### src/rtl/word_byte_serializer.sv
// Splits an accepted 32-bit word into four bytes on a valid/ready byte stream.
// Lane order is set by MSB_FIRST; back-to-back words stream without a bubble.
module word_byte_serializer #(
  parameter bit MSB_FIRST = 1'b1
) (
  input  logic        clk,
  input  logic        rst_n,
  input  logic        in_valid,
  output logic        in_ready,
  input  logic [31:0] in_data,
  input  logic        abort,
  output logic        out_valid,
  input  logic        out_ready,
  output logic [7:0]  out_byte,
  output logic [1:0]  out_idx,
  output logic        out_last,
  output logic        busy
);

  // state | meaning
  // IDLE  | no word held, ready to accept
  // SEND  | word held, emitting byte idx
  typedef enum logic {IDLE = 1'b0, SEND = 1'b1} state_t;

  state_t      state_q, state_d;
  logic [31:0] word_q, word_d;
  logic [1:0]  idx_q, idx_d;
  logic [1:0]  lane;
  logic        fire;
  logic        idx_end;

  assign idx_end = (idx_q == 2'd3);
  assign fire    = (state_q == SEND) && out_ready && !abort;

  always_comb begin
    state_d  = state_q;
    word_d   = word_q;
    idx_d    = idx_q;
    in_ready = !abort && ((state_q == IDLE) || (fire && idx_end));
    if (abort) begin
      state_d = IDLE;
      idx_d   = 2'd0;
    end else if (state_q == IDLE) begin
      if (in_valid) begin
        word_d  = in_data;
        idx_d   = 2'd0;
        state_d = SEND;
      end
    end else if (fire) begin
      if (!idx_end) begin
        idx_d = idx_q + 2'd1;
      end else if (in_valid) begin
        word_d = in_data;
        idx_d  = 2'd0;
      end else begin
        state_d = IDLE;
        idx_d   = 2'd0;
      end
    end
  end

  always_ff @(posedge clk or negedge rst_n) begin
    if (!rst_n) begin
      state_q <= IDLE;
      word_q  <= 32'd0;
      idx_q   <= 2'd0;
    end else begin
      state_q <= state_d;
      word_q  <= word_d;
      idx_q   <= idx_d;
    end
  end

  // Lane 0 is [31:24]; LSB-first order walks the lanes backwards.
  assign lane = MSB_FIRST ? idx_q : (2'd3 - idx_q);

  always_comb begin
    out_byte = 8'h00;
    if (state_q == SEND) begin
      case (lane)
        2'd0:    out_byte = word_q[31:24];
        2'd1:    out_byte = word_q[23:16];
        2'd2:    out_byte = word_q[15:8];
        default: out_byte = word_q[7:0];
      endcase
    end
  end

  assign out_valid = (state_q == SEND);
  assign busy      = (state_q == SEND);
  assign out_idx   = idx_q;
  assign out_last  = (state_q == SEND) && idx_end;

endmodule

### config.mk
export PLATFORM = sky130hd
export DESIGN_NAME = word_byte_serializer
export DESIGN_NICKNAME = d
export VERILOG_FILES = /design/src/rtl/word_byte_serializer.sv
export SDC_FILE = /design/constraint.sdc
export NUM_CORES = 1
export LEC_CHECK = 0
export CORE_MARGIN = 2
export CORE_UTILIZATION = 47
export CTS_BUF_LIST = sky130_fd_sc_hd__clkbuf_4 sky130_fd_sc_hd__clkbuf_8 sky130_fd_sc_hd__clkbuf_16
export CTS_CLUSTER_DIAMETER = 150
export DETAILED_ROUTE_END_ITERATION = 12
export GPL_TIMING_DRIVEN = 0
export HOLD_SLACK_MARGIN = 0.02
export PLACE_DENSITY = 0.89
export RECOVER_POWER = 25
export SYNTH_ARGS = -nofsm -noshare
export SYNTH_HDL_FRONTEND = slang
export SYNTH_SLANG_ARGS = --single-unit
### constraint.sdc
create_clock -name clk -period 1.9 [get_ports clk]
set_clock_uncertainty 0.05 [all_clocks]
set_input_delay 0.285 -clock clk [delete_from_list [all_inputs] [get_ports clk]]
set_output_delay 0.285 -clock clk [all_outputs]
set_load 0.02 [all_outputs]
# After elaboration in Yosys (flattened, before gate mapping)
# Cells that the tools add are included.
[totals]
ff_bits = 35
[classes]
add_sub_neg = 1
eq_ne = 6
mux = 16
bitwise = 2
n_reduce_logical = 11
[ops]
columns = ["cell", "count"]
rows = [
  ["$mux 32", 4],
  ["$pmux 8 s3", 1],
  ["$mux 2", 5],
  ["$mux 8", 1],
  ["$logic_and 1x1->1", 5],
  ["$mux 1", 5],
  ["$eq 2x2->1 const B", 2],
  ["$ne 2x1->1 const B", 2],
  ["$ne 3x2->1 const B", 1],
  ["$reduce_and 3->1", 1],
  ["$reduce_bool 3->1", 1],
  ["$add 2x1->2 const B", 1],
  ["$eq 2x1->1 const B", 1],
  ["$logic_not 2->1", 1],
  ["$not 1->1", 2],
  ["$reduce_and 2->1", 1],
  ["$logic_not 1->1", 1],
  ["$logic_or 1x1->1", 1],
]

# Depth between registers and ports, before layout
# Gate-level depths: netlist of run 1.
[depth]
ltp_word = 5
ltp_mapped = 5

# Worst setup path before layout of run 1
# OpenSTA, ideal clock, no wires.
[synth_path]
path_kind = "register to output"
from = "register idx_q[0], in the netlist out_idx[0]"
to = "output out_byte[5]"
arrival_time_ps = 1594
required_ps = 1565
slack_ps = -29
stages_incl_launch_ff = 6
path_buffers = 1
cell_sequence = "dfrtp_1 ha_1 inv_1 clkbuf_1 o21ai_0 a21oi_1"
[synth_between]
elab_chain_cells = 3
word_cells_on_any_way = 5
[synth_lines]
columns = ["item", "line_no", "text"]
rows = [
  ["from (decl)", "27", "logic [1:0] idx_q, idx_d;"],
  ["from (signal assigned)", "70", "idx_q <= idx_d;"],
  ["$eq 2x2->1, or another cell as far along", "80", "case (lane)"],
  ["$pmux 8 s3 (*)", "80", ""],
  ["$mux 8 (*)", "79", "if (state_q == SEND) begin"],
  ["to (decl)", "14", "output logic [7:0] out_byte,"],
]
# Mark *: on every way between the ends. The rest lies on a longest branch, timed or not.

# Worst setup path after layout of run 1
[layout_path]
from = "register idx_q[0], in the netlist out_idx[0]"
to = "output out_byte[7]"
# The elaborated chain is that of the path after synthesis.

==> flow_results.org, run 1 <==
** Status
- Status :: finished with violations
- Failing checks :: negative setup slack

** Finish
- 0 antenna diodes ended up in the layout.
- The finished layout holds 240 standard cells, fillers aside.
- From synthesis to final layout, the design area changed by 49.4%.
- In the final layout, the share of cells above drive strength 1 is 0.422.
- With fillers left out, the area of the finished cells amounts to 2600 sq um.
- Net count reported at finish :: 233

** Worst setup path
- The endpoint identified for the worst register-to-register timing path is word_q[8]$_DFFE_PN0P_.
- Critical path arrival :: 1.67 ns
- The critical path contains buffers and inverters numbering 2 combined.
- Critical setup path kind :: reg -> out
- Cell-by-cell trace of the critical path :: inv_4, ha_4, a222oi_1, a21oi_1, buf_4
- Slowest Stage Delay on Critical Path :: 0.45 ns
- Gate family responsible for the most delay along the worst path :: compound AO/OA/AOI/OAI gates
- STA classifies the critical path startpoint as a flip-flop.
- Along the worst path, the maximum fanout reaches 8.
- CP required :: 1.56 ns
- Capturing element type of the critical path :: output pin
- Reg-to-reg startpoint :: out_idx[0]$_DFFE_PN0P_
- The number of cells on the worst reg-to-reg path is 8.
- Slowest cell on crit path :: sky130_fd_sc_hd__dfrtp_2
- For flop-to-flop paths, the worst setup slack is -0.04 ns.

** Route
- Total DRC errors in the routed layout :: 0
- Met3 WL post-DR :: 361 microns
- M1 wire length :: 1950 microns
- DRC violation total after the first TritonRoute iteration :: 114
- Number of iterations in the first detailed-routing pass :: 6
- Vias per Instance :: 5.55
- Across all layers, the routed design uses 1332 vias.
- Summed over all layers, the routed wires come to 4610 microns.
- The routed design uses 2270 microns of met2 wire.
- Routed length per placed instance :: 19.2 microns
- Number of routed nets with antenna violations :: 0
- In this run the top signal layer used is met4.

** Synthesis
- Synth area leader :: sky130_fd_sc_hd__dfrtp_1
- Synthesis instantiated 21 different standard cells from the library.
- Post-synthesis async set-or-reset flop share :: 1.00
- For this run, the leading register cell type out of synthesis is sky130_fd_sc_hd__dfrtp_1.
- After technology mapping, the gate count stands at 123.
- Yosys attributes the largest share of cell area to sky130_fd_sc_hd__dfrtp_1 (50%), sky130_fd_sc_hd__mux2_4 (26%), sky130_fd_sc_hd__a222oi_1 (4.6%).
- Of the synthesized area, sequential elements account for 0.503.
- The commonest cells after synthesis are sky130_fd_sc_hd__dfrtp_1 (35), sky130_fd_sc_hd__mux2_4 (30), sky130_fd_sc_hd__a21oi_1 (10).
- The share of synthesized area in the top cell type comes to 0.503.
- Number of flip-flops and latches in the synthesized netlist :: 35
- Mapped Nets :: 165
- Cell with the most instances after synthesis :: sky130_fd_sc_hd__dfrtp_1
- Synth Area per Inst :: 14.2 sq um
- Number of flops mapped to enable cells by yosys :: 0
- Synthesis warning total :: 0
- After synthesis the cells add up to 1740 sq um.

** Timing
- Final critical-path share of the clock period :: 1.06
- Setup repair after global routing could not meet its margin everywhere.
- In the post-route analysis, the smallest setup slack over all paths is -0.106 ns.
- Number of endpoints with negative hold slack in the final report :: 0
- Headroom to the max-slew limit :: 0.423
- The number of max-slew violations in the final report is 0.
- Setup violations remaining at the end of the flow were counted as 28.
- Achievable frequency :: 499 MHz
- Subtracting the final worst setup slack from the clock period gives 2.01 ns.
- Slew of the pin with the lowest slew margin :: 0.865 ns

** Place
- Weighted congestion reported at the end of routability-driven placement :: 0.810
- Half-perimeter wire length after detailed placement :: 2950 microns
- Total instance count after detailed placement :: 221
- Input/output buffers :: 50
- Worst slack, placed :: -0.671 ns
- DP Area :: 2300 sq um

** Clock network
- The clock passes through at most 2 buffers.
- CTS tree :: yes
- Clock latency on the worst-skew pair, taken at its later pin, is 0.29 ns.
- Clk sink count :: 35
- In this run, post-CTS hold repair placed 0 buffers.
- In this run the number of H-tree levels came out at 2.
- After clock tree synthesis, the clock-pin slew on the worst setup and hold paths is 0.07 ns.
- The root buffer cell chosen for the clock tree is sky130_fd_sc_hd__clkbuf_8.
- Number of buffers inserted during clock tree synthesis :: 5

** Global route
- Number of antenna violations at the first check in global routing :: 0
- Total Routing Usage GR :: 0.227
- The number of global-route vias before repair was 1462.
- Largest net degree at the start of global routing :: 36
- For this run the aggregate overflow at the end of global routing stands at 0.
- The first global-routing pass estimated 7220 microns of wire.

** Run
- The tool flagged a number of max-cap violations equal to 0.

** Pwr
- Leak Pwr :: 1.16 nW
- Dividing total power by cell area gives a power density of 804 nW/um^2.
- Maximum vdd drop :: 479 uV

** Floorplanning
- The floorplan has 22 rows.
- During I/O placement, the number of pins put on the boundary was 51.
- Overall die width :: 64.9 microns
- The die covers 4210 sq um.
- Initial Util :: 0.483
- Die Span Y :: 64.9 microns
- Floorplan core area :: 3610 sq um

** Hold path
- The path class of the tightest hold or removal check is in -> async.
-- worst register-to-register path, cell delays in order (launching register included) --
cell	delay, ns
sky130_fd_sc_hd__dfrtp_2	0.45
sky130_fd_sc_hd__buf_6	0.14
sky130_fd_sc_hd__ha_4	0.14
sky130_fd_sc_hd__a21boi_2	0.05
sky130_fd_sc_hd__buf_4	0.15
sky130_fd_sc_hd__nor3_4	0.20
sky130_fd_sc_hd__buf_6	0.18
sky130_fd_sc_hd__clkbuf_16	0.17
sky130_fd_sc_hd__mux2_4	0.29
-- routing by layer --
layer	up-vias	GRT usage
li1	588	-
met1	666	0.294
met2	72	0.367
met3	6	0.0764
met4	0	0.0559
met5	-	0
-- sequential cells by signal, summed over array words and instances (netlist names) --
signal / cells
word_q: 32
out_idx: 2
busy: 1
-- metrics by stage --
step                total power (W)  setup TNS [ns]  hold WS, ns  utilization
floorplan                   0.00128         -0.0392      -0.0606            -
global placement            0.00147           -7.92        0.438        0.638
detailed placement          0.00150           -5.98        0.348        0.637
CTS                         0.00206          -0.638       0.0374        0.680
global route                0.00220           -2.91        0.117        0.721
finish                      0.00209           -1.06       0.0515        0.721
-- layout by cell type (no fill, tap or decap), types with 4 or more instances in the layout --
cell	n
sky130_fd_sc_hd__a21oi_1	10
sky130_fd_sc_hd__a222oi_1	8
sky130_fd_sc_hd__buf_2	5
sky130_fd_sc_hd__buf_4	13
sky130_fd_sc_hd__clkbuf_8	6
sky130_fd_sc_hd__clkdlybuf4s50_1	38
sky130_fd_sc_hd__dfrtp_1	33
sky130_fd_sc_hd__ha_4	4
sky130_fd_sc_hd__mux2_4	31
sky130_fd_sc_hd__nor2_1	4
sky130_fd_sc_hd__o21ai_0	8
-- power by group --
group	internal (W)	switching, W
clock network	0.000286	0.000258
registers	0.000883	0.0000912
logic	0.000366	0.000208
total	0.00153	0.000557
-- cell families after synthesis --
| kind of cell | after synthesis | synth area share |
|---|---|---|
| buffers and inverters | 13 | 0.0431 |
| flip-flops | 35 | 0.503 |
| adder cells (fa/ha/maj) | 5 | 0.0359 |
| AND/OR/NAND/NOR | 8 | 0.0273 |
| multiplexers | 33 | 0.277 |
| AO/OA/AOI/OAI | 29 | 0.114 |
-- worst max path at each step --
stage,startpoint,end,cells past startpoint
after global routing,out_idx[1]$_DFFE_PN0P_,out_byte[6],5
after floorplan,out_idx[0]$_DFFE_PN0P_,out_byte[5],5
after CTS,out_idx[1]$_DFFE_PN0P_,out_byte[1],5
after detailed placement,out_idx[0]$_DFFE_PN0P_,out_byte[5],6
after global placement,out_idx[0]$_DFFE_PN0P_,out_byte[5],6
final,out_idx[0]$_DFFE_PN0P_,out_byte[7],5
-- layout make-up --
cell class	count	area (sq um)
inverters	4	20.0
repair buffers	64	628
well taps	48	60.1
multi-input cells	75	845
clock inverters	1	5.00
flip-flops and latches	35	878
clock buffers	7	83.8
plain buffers	6	81.3
fillers	242	1000
-- timing repair --
item                                    CTS  global route
endpoints found under the setup margin   10            38
pin swaps                                11             7
resized for setup                        58            13
buffers inserted                          7             4
gates cloned                              0             3
Note: power is estimated with default switching activity, not from simulation.
==> run 2, diff against run 1 <==
--- a/config.mk
+++ b/config.mk
@@ -5,12 +5,12 @@
 export SDC_FILE = /design/constraint.sdc
 export NUM_CORES = 1
 export LEC_CHECK = 0
+export CAP_MARGIN = 20
 export CORE_MARGIN = 2
 export CORE_UTILIZATION = 47
 export CTS_BUF_LIST = sky130_fd_sc_hd__clkbuf_4 sky130_fd_sc_hd__clkbuf_8 sky130_fd_sc_hd__clkbuf_16
 export CTS_CLUSTER_DIAMETER = 150
 export DETAILED_ROUTE_END_ITERATION = 12
-export GPL_TIMING_DRIVEN = 0
 export HOLD_SLACK_MARGIN = 0.02
 export PLACE_DENSITY = 0.89
 export RECOVER_POWER = 25
==> flow_results.org, run 2 (synthesis gave the netlist of run 1 again) <==
** Timing
- At the pin with the least slew margin, the transition time is 0.860 ns.
- Setup TNS :: -1.02 ns
- Final worst hold slack :: 0.473 ns
- Measured against its own limit, the worst slew margin works out to 0.426.
- Once routing completed, OpenROAD measured the worst setup slack at -0.166 ns.
- Of the available clock period, the critical path in the final layout requires 1.09.
- Timing would allow up to 484 MHz.
- The hold violation count in the final report came to 0.
- Setup violations remaining at the end of the flow were counted as 8.
- Setup repair after global routing could not meet its margin everywhere.
- Clock period minus worst slack :: 2.07 ns
- Final Max Tran Viols :: 0

** Finish
- Of the cells placed in the final design, the portion with a size suffix greater than 1 is 0.443.
- Max FFs per register :: 32
- Cell Count, Final, Fillers Out :: 242
- Relative to the synthesized area, the layout overhead comes to 55.5%.
- The library cells used most frequently in the layout, excluding fill and tap cells, are sky130_fd_sc_hd__clkdlybuf4s50_1 (39), sky130_fd_sc_hd__dfrtp_1 (32), sky130_fd_sc_hd__mux2_4 (30), sky130_fd_sc_hd__buf_4 (16), sky130_fd_sc_hd__a21oi_1 (9).
- Most frequent standard cell in the layout excluding fill and tap cells :: sky130_fd_sc_hd__clkdlybuf4s50_1
- After the last flow step, the layout net total stands at 235.
- 0 antenna diodes ended up in the layout.
- The register with the most flip-flops in the final layout is word_q.

** Place
- Including well taps, the total number of placed cells is 222.
- Half-perimeter wire length after detailed placement :: 2780 microns
- Routability-driven placement finished with a final weighted congestion of 0.845.
- Input/output buffers :: 50

** Route
- After detailed routing, the number of remaining DRC violations is 0.
- The routed design has 5050 microns of wire.
- Once detail routing completed, the nets flagged for antenna violations numbered 0.
- The detailed router put a total of 2110 microns of wire on met1.
- After detailed routing, the met2 layer carries 2480 microns of wire.
- The routed layout has 1343 vias.
- The detailed router used layers up to and including met4.
- Met3 WL post-DR :: 371 microns
- Routed length per placed instance :: 20.9 microns
- After detailed routing, the number of vias per cell comes to 5.55.
- In this run, the number of DRC markers left after iteration 0 of detailed routing was 162.
- Before antenna repair, the detailed router went through 5 iterations.

** Pwr
- Overall power :: 0.00221 W
- Of the total power, registers draw 0.449.
- The share of total power dissipated in the clock network is 0.278.
- Logic gate share of total power :: 0.272
- Summed over all cells, the static leakage comes to 1.19 nW.
- Total power divided by cell area :: 815 nW/um^2
- Of the total power, the share spent switching nets is 0.271.
- Psw :: 0.000597 W
- IR analysis of the VDD net gives a maximum drop of 307 uV.
- Cell-internal power :: 0.00161 W

** Floorplanning
- Pin placement for this block handled 51 I/O pins.
- Initial Util :: 0.483
- Count of standard-cell rows :: 22
- The die is 64.9 microns wide.
- Floorplan core area :: 3610 sq um
- The die covers 4210 sq um.
- The die is 64.9 microns tall.

** Global route
- Number of antenna violations at the first check in global routing :: 0
- Global-route wire length before repair :: 7250 microns
- In the global route stage, overall resource usage came out at 0.235.
- The number of global-route vias before repair came to 1458.
- Entering global routing, the biggest net connects 36 pins.
- The total overflow left after global routing is 0.

** Clock network
- Clock-pin slew was measured on the worst setup and hold paths at 0.07 ns.
- Counting along the longest clock path gives a buffer depth of 2.
- Number of buffers inserted during clock tree synthesis :: 5
- Clock Root Buffer :: sky130_fd_sc_hd__clkbuf_8
- For the worst-skew pair, the clock arrives at the later sink with an insertion delay of 0.29 ns.
- H-tree lvl count :: 2
- CTS tree :: yes
- The clock net in this run drives a total of 35 sinks.

** Status
- Failing checks :: negative setup slack
- Status :: finished with violations

** Worst setup path
- The slowest stage of the critical path belongs to the cell sky130_fd_sc_hd__dfrtp_2.
- The worst setup path is launched from a flip-flop.
- CP required :: 1.56 ns
- The worst setup path is of the reg -> out kind.
- Cell-by-cell trace of the critical path :: buf_6, ha_4, a222oi_1, a21oi_1, buf_4
- The largest single stage delay on the critical path is 0.44 ns.
- STA classifies the critical path endpoint as an output pin.
- The critical path contains buffers and inverters numbering 2 combined.
- Critical path arrival :: 1.73 ns
- In this run the worst path has a maximum fanout of 8.
- The kind of cell with the highest combined delay along the critical path is compound AO/OA/AOI/OAI gates.

** Hold path
- The path class of the tightest hold or removal check is reg -> reg.

** Run
- Number of maximum-capacitance constraint violations :: 0
run 2: changes by cell type in the layout (fill, tap and decap cells not counted), sizes merged:
cell and delta:
clkdlybuf4s15 -1, clkinv -1, clkdlybuf4s50 +1, buf +3
dlygate4sd2 -1, dlygate4sd3 +1
run 2: final timing paths:
| path | startpoint | to | slack, ns | depth (start not counted) |
|---|---|---|---|---|
| worst min register to register | word_q[17]$_DFFE_PN0P_ | word_q[17]$_DFFE_PN0P_ | 0.47 | 1 |
| min in group asynchronous | rst_n | word_q[5]$_DFFE_PN0P_ | 0.60 | 2 |
| worst max-delay path | out_idx[1]$_DFFE_PN0P_ | out_byte[0] | -0.17 | 5 |
| worst max register to register | out_idx[0]$_DFFE_PN0P_ | word_q[2]$_DFFE_PN0P_ | 0.09 | 7 |
| max in group asynchronous | rst_n | out_idx[0]$_DFFE_PN0P_ | 0.61 | 2 |
| worst min-delay path | word_q[17]$_DFFE_PN0P_ | word_q[17]$_DFFE_PN0P_ | 0.47 | 1 |
run 2: worst reg2reg max path, delay by kind of cell, from the launching register on:
kind / cells / cell delay (ns)
buffers and inverters: 3 / 0.45
DFF: 1 / 0.44
muxes: 1 / 0.33
and+or+nand+nor: 1 / 0.21
adders and majority gates: 1 / 0.15
AOI/OAI and AO/OA: 1 / 0.07
run 2: metrics by stage:
| stage | cell area, sq um | worst slack (ns) | util |
|---|---|---|---|
| 6_report | 2710 | -0.166 | 0.751 |
| 5_1_grt | 2710 | -0.218 | 0.751 |
| 4_1_cts | 2520 | -0.142 | 0.700 |
| 3_5_place_dp | 2350 | -0.253 | 0.653 |
| 3_3_place_gp | 2350 | -0.212 | 0.653 |
| 2_1_floorplan | 1740 | -0.0291 | - |
run 2: final cells by class:
cell class / instances / area (sq um)
multi-input combinational: 75 / 865
timing repair buffer: 72 / 782
tap: 48 / 60.1
fill: 221 / 898
clock buffer: 8 / 104
inverter: 4 / 17.5
sequential: 35 / 880
run 2: power by group through the flow:
stage / clock, W / sequential [W] / combinational, W
after floorplan: 0 / 0.000956 / 0.000327
after global placement: 0 / 0.000974 / 0.000512
after detailed placement: 0 / 0.000984 / 0.000525
after CTS: 0.000604 / 0.000978 / 0.000548
after global routing: 0.000652 / 0.00100 / 0.000636
final: 0.000614 / 0.000991 / 0.000600
run 2: layer usage:
metal | global-route usage | up-vias
li1 | - | 591
met2 | 0.384 | 68
met3 | 0.0799 | 11
met1 | 0.280 | 673
met4 | 0.101 | 0
met5 | 0 | -
run 2: timing repair:
item	CTS	global route
resized for setup	66	14
setup buffers	5	5
pin swaps	8	6
endpoints found under the setup margin	12	33
cloned	0	5
hold buffers	0	0
==> run 3, diff against run 2 <==
--- a/config.mk
+++ b/config.mk
@@ -5,7 +5,6 @@
 export SDC_FILE = /design/constraint.sdc
 export NUM_CORES = 1
 export LEC_CHECK = 0
-export CAP_MARGIN = 20
 export CORE_MARGIN = 2
 export CORE_UTILIZATION = 47
 export CTS_BUF_LIST = sky130_fd_sc_hd__clkbuf_4 sky130_fd_sc_hd__clkbuf_8 sky130_fd_sc_hd__clkbuf_16
==> results of run 3 <==
Same layout as run 2: the final DEF is identical, and so are final timing and power.
